<file path="config.mk">
export PLATFORM = sky130hd
export DESIGN_NAME = exe_stage_pipe
export DESIGN_NICKNAME = d
export VERILOG_FILES = /design/src/rtl/exe_stage_pipe.sv
export SDC_FILE = /design/constraint.sdc
export NUM_CORES = 2
export LEC_CHECK = 0
export CORE_MARGIN = 1
export CORE_UTILIZATION = 44
export CTS_CLUSTER_SIZE = 10
export DETAILED_ROUTE_END_ITERATION = 10
export MAX_ROUTING_LAYER = met4
export PLACE_DENSITY = 0.71
export RECOVER_POWER = 25
export SETUP_SLACK_MARGIN = 0.05
export SLEW_MARGIN = 20
export SYNTH_ARGS = -nofsm -noshare
export SYNTH_HDL_FRONTEND = slang
export SYNTH_SLANG_ARGS = --single-unit
</file>
<file path="constraint.sdc">
create_clock -name clk -period 10.83 [get_ports clk]
set_input_delay 3.249 -clock clk [delete_from_list [all_inputs] [get_ports clk]]
set_output_delay 3.249 -clock clk [all_outputs]
set_load 0.02 [all_outputs]
</file>
<file path="src/rtl/exe_stage_pipe.sv">
// exe_stage_pipe: registered ARM execute stage. Forwards Rn/Rm, builds Val2,
// runs the ALU and branch adder, and iterates MUL/MLA through a shift-add
// multiplier while holding off issue. Owns the EXE/MEM register and NZCV.
module exe_stage_pipe #(
  parameter int WIDTH      = 32,
  parameter int RADIX_BITS = 1
) (
  input  logic             clk,
  input  logic             rst,
  input  logic             in_valid,
  output logic             in_ready,
  input  logic             flush,
  input  logic [3:0]       exe_cmd,
  input  logic             s_bit,
  input  logic             imm,
  input  logic             wb_en,
  input  logic             mem_r_en,
  input  logic             mem_w_en,
  input  logic [11:0]      shift_operand,
  input  logic [23:0]      signed_imm_24,
  input  logic [WIDTH-1:0] pc,
  input  logic [WIDTH-1:0] val_rn,
  input  logic [WIDTH-1:0] val_rm,
  input  logic [WIDTH-1:0] val_ra,
  input  logic [3:0]       wb_dest,
  input  logic [1:0]       sel_src1,
  input  logic [1:0]       sel_src2,
  input  logic [WIDTH-1:0] mem_fwd,
  input  logic [WIDTH-1:0] wb_fwd,
  output logic             out_valid,
  output logic [WIDTH-1:0] alu_result,
  output logic [WIDTH-1:0] br_addr,
  output logic [WIDTH-1:0] val_rm_out,
  output logic [3:0]       wb_dest_out,
  output logic             wb_en_out,
  output logic             mem_r_en_out,
  output logic             mem_w_en_out,
  output logic [3:0]       status
);
  localparam int N_ITER = WIDTH / RADIX_BITS;
  localparam int CNT_W  = $clog2(N_ITER);
  localparam logic [CNT_W-1:0] LAST_CNT = CNT_W'(N_ITER - 1);
  localparam int MSB = WIDTH - 1;

  typedef enum logic {IDLE, MUL_RUN} state_t;
  state_t state;

  logic [WIDTH-1:0] rn_fwd, rm_fwd, val2, shifted, alu_res, b_eff, pp, mul_next, br_calc;
  logic [WIDTH:0]   sum;
  logic [WIDTH+27:0] br_off;
  logic [3:0]       alu_flags;
  logic             alu_known, arith, cin_eff, accept, is_mul, is_mla, mem_op, mul_last;

  logic [WIDTH-1:0] mul_acc, mul_mcand, mul_mplier, pend_rm, pend_br;
  logic [CNT_W-1:0] mul_cnt;
  logic [3:0]       pend_dest;
  logic             pend_wb, pend_mem_r, pend_mem_w, pend_s;

  function automatic logic [WIDTH-1:0] fwd_sel(input logic [1:0] sel, input logic [WIDTH-1:0] reg_v,
                                               input logic [WIDTH-1:0] mem_v, input logic [WIDTH-1:0] wb_v);
    case (sel)
      2'b01:   return mem_v;
      2'b10:   return wb_v;
      default: return reg_v;
    endcase
  endfunction

  // Rotate right within WIDTH; amounts up to 31 fold back when WIDTH is narrow.
  function automatic logic [WIDTH-1:0] ror_w(input logic [WIDTH-1:0] x, input logic [4:0] amt);
    int a;
    logic [2*WIDTH-1:0] dbl;
    a = int'(amt);
    if (a >= WIDTH) a = a - WIDTH;
    dbl = {x, x} >> a;
    return dbl[WIDTH-1:0];
  endfunction

  assign in_ready = (state == IDLE);
  assign accept   = in_valid & in_ready & ~flush;
  assign is_mla   = (exe_cmd == 4'b1011);
  assign is_mul   = (exe_cmd == 4'b1010) | is_mla;
  assign mem_op   = mem_r_en | mem_w_en;
  assign rn_fwd   = fwd_sel(sel_src1, val_rn, mem_fwd, wb_fwd);
  assign rm_fwd   = fwd_sel(sel_src2, val_rm, mem_fwd, wb_fwd);
  assign br_off   = {{(WIDTH+2){signed_imm_24[23]}}, signed_imm_24, 2'b00};
  assign br_calc  = pc + br_off[WIDTH-1:0];
  assign mul_last = (state == MUL_RUN) && (mul_cnt == LAST_CNT);
  assign mul_next = mul_acc + pp;

  // Val2: memory offset, rotated immediate, or shifted forwarded Rm
  always_comb begin
    shifted = rm_fwd;
    case (shift_operand[6:5])
      2'b00: shifted = rm_fwd << shift_operand[11:7];
      2'b01: shifted = rm_fwd >> shift_operand[11:7];
      2'b10: shifted = WIDTH'($signed(rm_fwd) >>> shift_operand[11:7]);
      default: shifted = ror_w(rm_fwd, shift_operand[11:7]);
    endcase
    if (mem_op)
      val2 = {{(WIDTH-12){1'b0}}, shift_operand};
    else if (imm)
      val2 = ror_w({{(WIDTH-8){1'b0}}, shift_operand[7:0]}, {shift_operand[11:8], 1'b0});
    else
      val2 = shifted;
  end

  // ALU result and candidate NZCV; subtraction runs as Rn + ~Val2 + carry
  always_comb begin
    alu_res   = '0;
    alu_known = 1'b0;
    arith     = 1'b0;
    b_eff     = val2;
    cin_eff   = 1'b0;
    case (exe_cmd)
      4'b0001: begin alu_res = val2;          alu_known = 1'b1; end
      4'b1001: begin alu_res = ~val2;         alu_known = 1'b1; end
      4'b0110: begin alu_res = rn_fwd & val2; alu_known = 1'b1; end
      4'b0111: begin alu_res = rn_fwd | val2; alu_known = 1'b1; end
      4'b1000: begin alu_res = rn_fwd ^ val2; alu_known = 1'b1; end
      4'b0010: begin arith = 1'b1; end
      4'b0011: begin arith = 1'b1; cin_eff = status[1]; end
      4'b0100: begin arith = 1'b1; b_eff = ~val2; cin_eff = 1'b1; end
      4'b0101: begin arith = 1'b1; b_eff = ~val2; cin_eff = status[1]; end
      default: ;
    endcase
    sum = {1'b0, rn_fwd} + {1'b0, b_eff} + {{WIDTH{1'b0}}, cin_eff};
    if (arith) begin
      alu_res   = sum[WIDTH-1:0];
      alu_known = 1'b1;
    end
    alu_flags = status;
    if (alu_known) begin
      alu_flags[3] = alu_res[MSB];
      alu_flags[2] = (alu_res == '0);
    end
    if (arith) begin
      alu_flags[1] = sum[WIDTH];
      alu_flags[0] = (rn_fwd[MSB] == b_eff[MSB]) && (alu_res[MSB] != rn_fwd[MSB]);
    end
  end

  // Partial product for the RADIX_BITS multiplier digits retired this cycle
  always_comb begin
    pp = '0;
    for (int j = 0; j < RADIX_BITS; j++)
      if (mul_mplier[j]) pp = pp + (mul_mcand << j);
  end

  // Issue FSM plus multiplier datapath and the pending MUL's controls
  always_ff @(posedge clk or posedge rst) begin
    if (rst) begin
      state      <= IDLE;
      mul_acc    <= '0;
      mul_mcand  <= '0;
      mul_mplier <= '0;
      mul_cnt    <= '0;
      pend_rm    <= '0;
      pend_br    <= '0;
      pend_dest  <= '0;
      pend_wb    <= 1'b0;
      pend_mem_r <= 1'b0;
      pend_mem_w <= 1'b0;
      pend_s     <= 1'b0;
    end else if (flush) begin
      state   <= IDLE;
      mul_cnt <= '0;
    end else begin
      case (state)
        IDLE: begin
          if (accept && is_mul) begin
            state      <= MUL_RUN;
            mul_acc    <= is_mla ? val_ra : '0;
            mul_mcand  <= rn_fwd;
            mul_mplier <= rm_fwd;
            mul_cnt    <= '0;
            pend_rm    <= rm_fwd;
            pend_br    <= br_calc;
            pend_dest  <= wb_dest;
            pend_wb    <= wb_en;
            pend_mem_r <= mem_r_en;
            pend_mem_w <= mem_w_en;
            pend_s     <= s_bit;
          end
        end
        default: begin
          mul_acc    <= mul_next;
          mul_mcand  <= mul_mcand << RADIX_BITS;
          mul_mplier <= mul_mplier >> RADIX_BITS;
          mul_cnt    <= mul_cnt + 1'b1;
          if (mul_last) state <= IDLE;
        end
      endcase
    end
  end

  // EXE/MEM register: loads on ALU accept or MUL completion, controls pulse once
  always_ff @(posedge clk or posedge rst) begin
    if (rst) begin
      out_valid    <= 1'b0;
      alu_result   <= '0;
      br_addr      <= '0;
      val_rm_out   <= '0;
      wb_dest_out  <= '0;
      wb_en_out    <= 1'b0;
      mem_r_en_out <= 1'b0;
      mem_w_en_out <= 1'b0;
    end else begin
      out_valid    <= 1'b0;
      wb_en_out    <= 1'b0;
      mem_r_en_out <= 1'b0;
      mem_w_en_out <= 1'b0;
      if (!flush) begin
        if (accept && !is_mul) begin
          out_valid    <= 1'b1;
          alu_result   <= alu_res;
          br_addr      <= br_calc;
          val_rm_out   <= rm_fwd;
          wb_dest_out  <= wb_dest;
          wb_en_out    <= wb_en;
          mem_r_en_out <= mem_r_en;
          mem_w_en_out <= mem_w_en;
        end else if (mul_last) begin
          out_valid    <= 1'b1;
          alu_result   <= mul_next;
          br_addr      <= pend_br;
          val_rm_out   <= pend_rm;
          wb_dest_out  <= pend_dest;
          wb_en_out    <= pend_wb;
          mem_r_en_out <= pend_mem_r;
          mem_w_en_out <= pend_mem_w;
        end
      end
    end
  end

  // NZCV: written at commit for flag-setting non-memory ops; multiplies touch N,Z only
  always_ff @(posedge clk or posedge rst) begin
    if (rst) begin
      status <= 4'b0000;
    end else if (!flush) begin
      if (accept && !is_mul && s_bit && !mem_op && alu_known)
        status <= alu_flags;
      else if (mul_last && pend_s && !(pend_mem_r | pend_mem_w))
        status <= {mul_next[MSB], (mul_next == '0), status[1:0]};
    end
  end
endmodule
</file>
==> qor.csv <==
stage,metric,value,unit
run_status,status,"finished, violations left",
run_status,violations,"max-capacitance violations, max-slew violations",
placed_design,portBuffers,357,
hold_path,holdPathStages,2,
clock_network,cts_tree,done,
yosys,synth_top_area_cell,dfrtp_1,
critical_path,rr_worst_depth,16,
timing,slew_violations,170,
die,initial_core_util,44.9,%
timing,hold_viol_final,0,
hold_path,holdCritPathClass,flop to flop,
timing,clock_skew,0.0262,ns
yosys,yosys-mux-area-fraction,10.8,%
critical_path,r2r_end,status[2],
power,power_frac_seq,30.2,%
yosys,syn_area,0.0278,sq mm
clock_network,cts-root-buf,clkbuf_16,
detailed_routing,drt_iter0_drc,4261,
hold_path,min-delay-start,br_addr[3],
finish,fin_cells,4754,
yosys,synth_compound_gate_area_share,28.8,%
critical_path,worstPathRequired,11.32,ns
finish,fin_util,55.3,%
critical_path,worst_ep_arrival_time,10.72,ns
timing,fin_tns_setup,0,ns
critical_path,endpoint_kind,flop,
die,dieHeight,254,um
timing,min_period,10.23,ns
finish,drive_gt1_share,11.7,%
yosys,synth_top_family_by_area,compound AO/OA/AOI/OAI gates,
critical_path,r2r_start,mul_mplier[0],
yosys,synth-simple-area-share,18.8,%
power,power_leakage,14.9,nW
detailed_routing,drc_errors,0,
yosys,yosysUniqueCellTypes,86,
die,fp.dieArea,0.0643,sq mm
grt,antenna_found_initial,13,
critical_path,cp-start-kind,primary input,
critical_path,reg2reg_slack,4.54,ns
grt,grt_usage,43.9,%
yosys,synth_warnings,0,
timing,worstMarginPinSlew,4.35,ns
yosys,syn_inst,3533,
yosys,synth-xor-area-share,3.46,%
yosys,ys_ff_latch,282,
die,pin_count,358,
yosys,ys_seq_area_share,25.4,%
yosys,synth_nets,3947,
hold_path,worstHoldEndpoint,br_addr[3],
clock_network,cts_max_path_buffers,3,
yosys,synth_top_cells_by_area,"dfrtp_1 25%, ha_1 7.2%, mux4_2 6.4%",
run,cap_violations,1,
clock_network,cts_inserted_buffers,35,
detailed_routing,wl_per_cell,29.2,um
clock_network,cts.clk_slew.worst_paths,0.05,ns
yosys,synthDominantCellAreaShare,25.4,%
yosys,syn_avg_cell_area,7.88,sq um
placed_design,place_inst,4692,
power,p_int,2.94,mW
power,p_switching,2.09,mW
clock_network,post-cts-setup-buffers,0,
timing,max_freq,97.7,MHz
clock_network,cts_hold_buf,0,
detailed_routing,ant_nets,0,
grt,grt_start_max_net_pins,170,
power,ir_drop,0.152,mV
grt,grt_pass1_vias,29300,
finish,final_common_cell,nand2_1,
finish,final_cell_mix,"415 x nand2_1, 410 x nor2_1, 351 x clkdlybuf4s50_1",
detailed_routing,routed_wl,139000,um
die,core,0.0621,sq mm
placed_design,dp_hpwl,108000,um
detailed_routing,num_vias,31200,
timing,slew_headroom,-190,%
timing,setup_viol,0,
yosys,synth_fa_ha_area_share,7.52,%
finish,nFillCells,5907,
clock_network,htreeDepth,2,
critical_path,crit_path_max_fanout,46,
yosys,synth_edf_count,0,
die,die_w,254,um
grt,grt-ovfl-total,0,
placed_design,place.gp.congestion,1.16,
power,powerDensity,147,mW/mm^2
clock_network,insertion_delay,0.56,ns
finish,syn2layout_area_growth,23.2,%
detailed_routing,drtPass1Iterations,9,
critical_path,crit_type,primary input to flop,
power,clockPowerShare,21.4,%
power,pwr-share-comb,48.5,%
timing,rsz0062_at_grt,no,
clock_network,cts_sinks,282,
timing,finalCritPeriodShare,94.5,%
finish,fin_nets,4306,
power,p_sw_share,41.5,%
yosys,synthArstFlopShare,100,%
grt,grt_pass1_wl,201000,um
die,fp-row-count,91,
detailed_routing,viasPerCell,6.56,
yosys,synth_ff_type,dfrtp_1,
timing repair:
action                     CTS  global route
hold endpoints to repair     0             0
setup endpoints to repair    0             1
resized for setup            0             3
logic make-up (layout without fill, tap and decap cells):
logic type               Yosys count  in the layout
AO/OA/AOI/OAI                   1220           1220
flip-flops                       282            282
buffers and inverters            388            760
other                              0             12
multiplexers                     195            195
adder cells (fa/ha/maj)          165            165
AND/OR/NAND/NOR                 1173           1173
XOR/XNOR                         110            110
worst max path at each step:
stage                end  cells after the start  slack [ns]         from
2_1_floorplan  status[2]                     28        1.34  sel_src2[0]
3_5_place_dp   status[2]                     29        0.11  sel_src2[0]
4_1_cts        status[2]                     29        0.58  sel_src2[0]
5_1_grt        status[2]                     29        0.12  sel_src2[0]
6_report       status[2]                     27        0.60  sel_src2[1]
3_3_place_gp   status[2]                     29        0.26  sel_src2[0]
metrics by stage:
step	cell area [sq um]	hold WS (ns)	setup WS, ns	power, mW
final	34300	0.475	0.600	5.03
after global routing	34300	0.495	0.121	5.28
after CTS	34300	0.480	0.583	4.98
after detailed placement	33300	0.468	0.111	3.89
after global placement	33300	0.454	0.261	3.88
after floorplan	27800	0.442	1.34	2.87
cells in the mapped netlist (10+ instances only):
library cell	n
nand2_1	416
nor2_1	413
a21oi_1	292
dfrtp_1	282
o21ai_0	252
clkbuf_1	208
ha_1	161
inv_1	116
a22oi_1	96
mux4_2	79
xnor2_1	75
mux2i_1	63
a221oi_1	60
a31oi_1	59
nand3_1	58
and2_1	54
mux2_2	52
nor3_1	52
a22o_1	40
a21o_1	38
o22ai_1	37
buf_1	35
xor2_1	35
a211oi_1	32
o21ai_1	32
nand2b_1	30
o21a_1	30
o31ai_1	30
nor2b_1	25
o211ai_1	24
o221ai_1	24
and3_1	22
a2111oi_0	19
a211o_1	19
buf_2	18
nand4_1	16
o21bai_1	14
or3_1	14
nor4_1	13
o2111ai_1	11
o32ai_1	11
nand3b_1	10
or2_2	10
or4_1	10
metal layers:
layer | share of wire, % | vias up | global-route usage [%]
met5 | 0 | - | -
met4 | 5.7 | 0 | 21.0
met3 | 13 | 361 | 14.7
met2 | 42 | 1984 | 62.5
met1 | 40 | 15000 | 55.6
li1 | - | 13800 | -
registers in the layout, indices dropped and copies added (netlist names), 4 cells and up:
name	count
pend_br	32
pend_rm	32
mul_mplier	32
pend_dest	4
val_rm_out	32
mul_cnt	5
mul_mcand	32
wb_dest_out	4
status	4
mul_acc	32
alu_result	32
br_addr	32
final cells by class:
cell class	count	area, sq um	share of cell area (%)
Antenna cell	12	30.0	0.0876
Clock buffer	46	968	2.82
Clock inverter	4	35.0	0.102
Inverter	126	477	1.39
Multi-Input combinational cell	2863	19400	56.5
Sequential cell	282	7060	20.6
Tap cell	837	1050	3.05
Timing Repair Buffer	584	5320	15.5
worst max-delay path, stage by stage:
cell and delay, ns:
clkdlybuf4s50_1 0.51, inv_1 0.10, ha_2 0.40, buf_12 0.28, a22o_1 0.27, mux4_2 0.35, o221ai_1 0.38, a211oi_1 0.88
a2bb2oi_1 0.32, o32ai_1 0.15, buf_4 0.19, xnor2_1 0.13, ha_1 0.33, o21ai_0 0.12, o21ai_0 0.30, nand3b_1 0.17
a31oi_1 0.33, xnor2_1 0.15, o21ai_0 0.08, or3b_1 0.38, a2111oi_0 0.48, nand4b_1 0.17, a2111oi_1 0.50, buf_4 0.20
nand4_1 0.08, nand2_1 0.09, a21o_1 0.08
power groups by stage:
stage          clock network [mW]  registers, mW  logic, mW
6_report                     1.07           1.52       2.44
5_1_grt                      1.13           1.55       2.60
4_1_cts                      1.09           1.52       2.38
3_5_place_dp                    0           1.53       2.36
3_3_place_gp                    0           1.52       2.36
2_1_floorplan                   0           1.61       1.26
No activity file was read; power rests on OpenSTA's default activity.
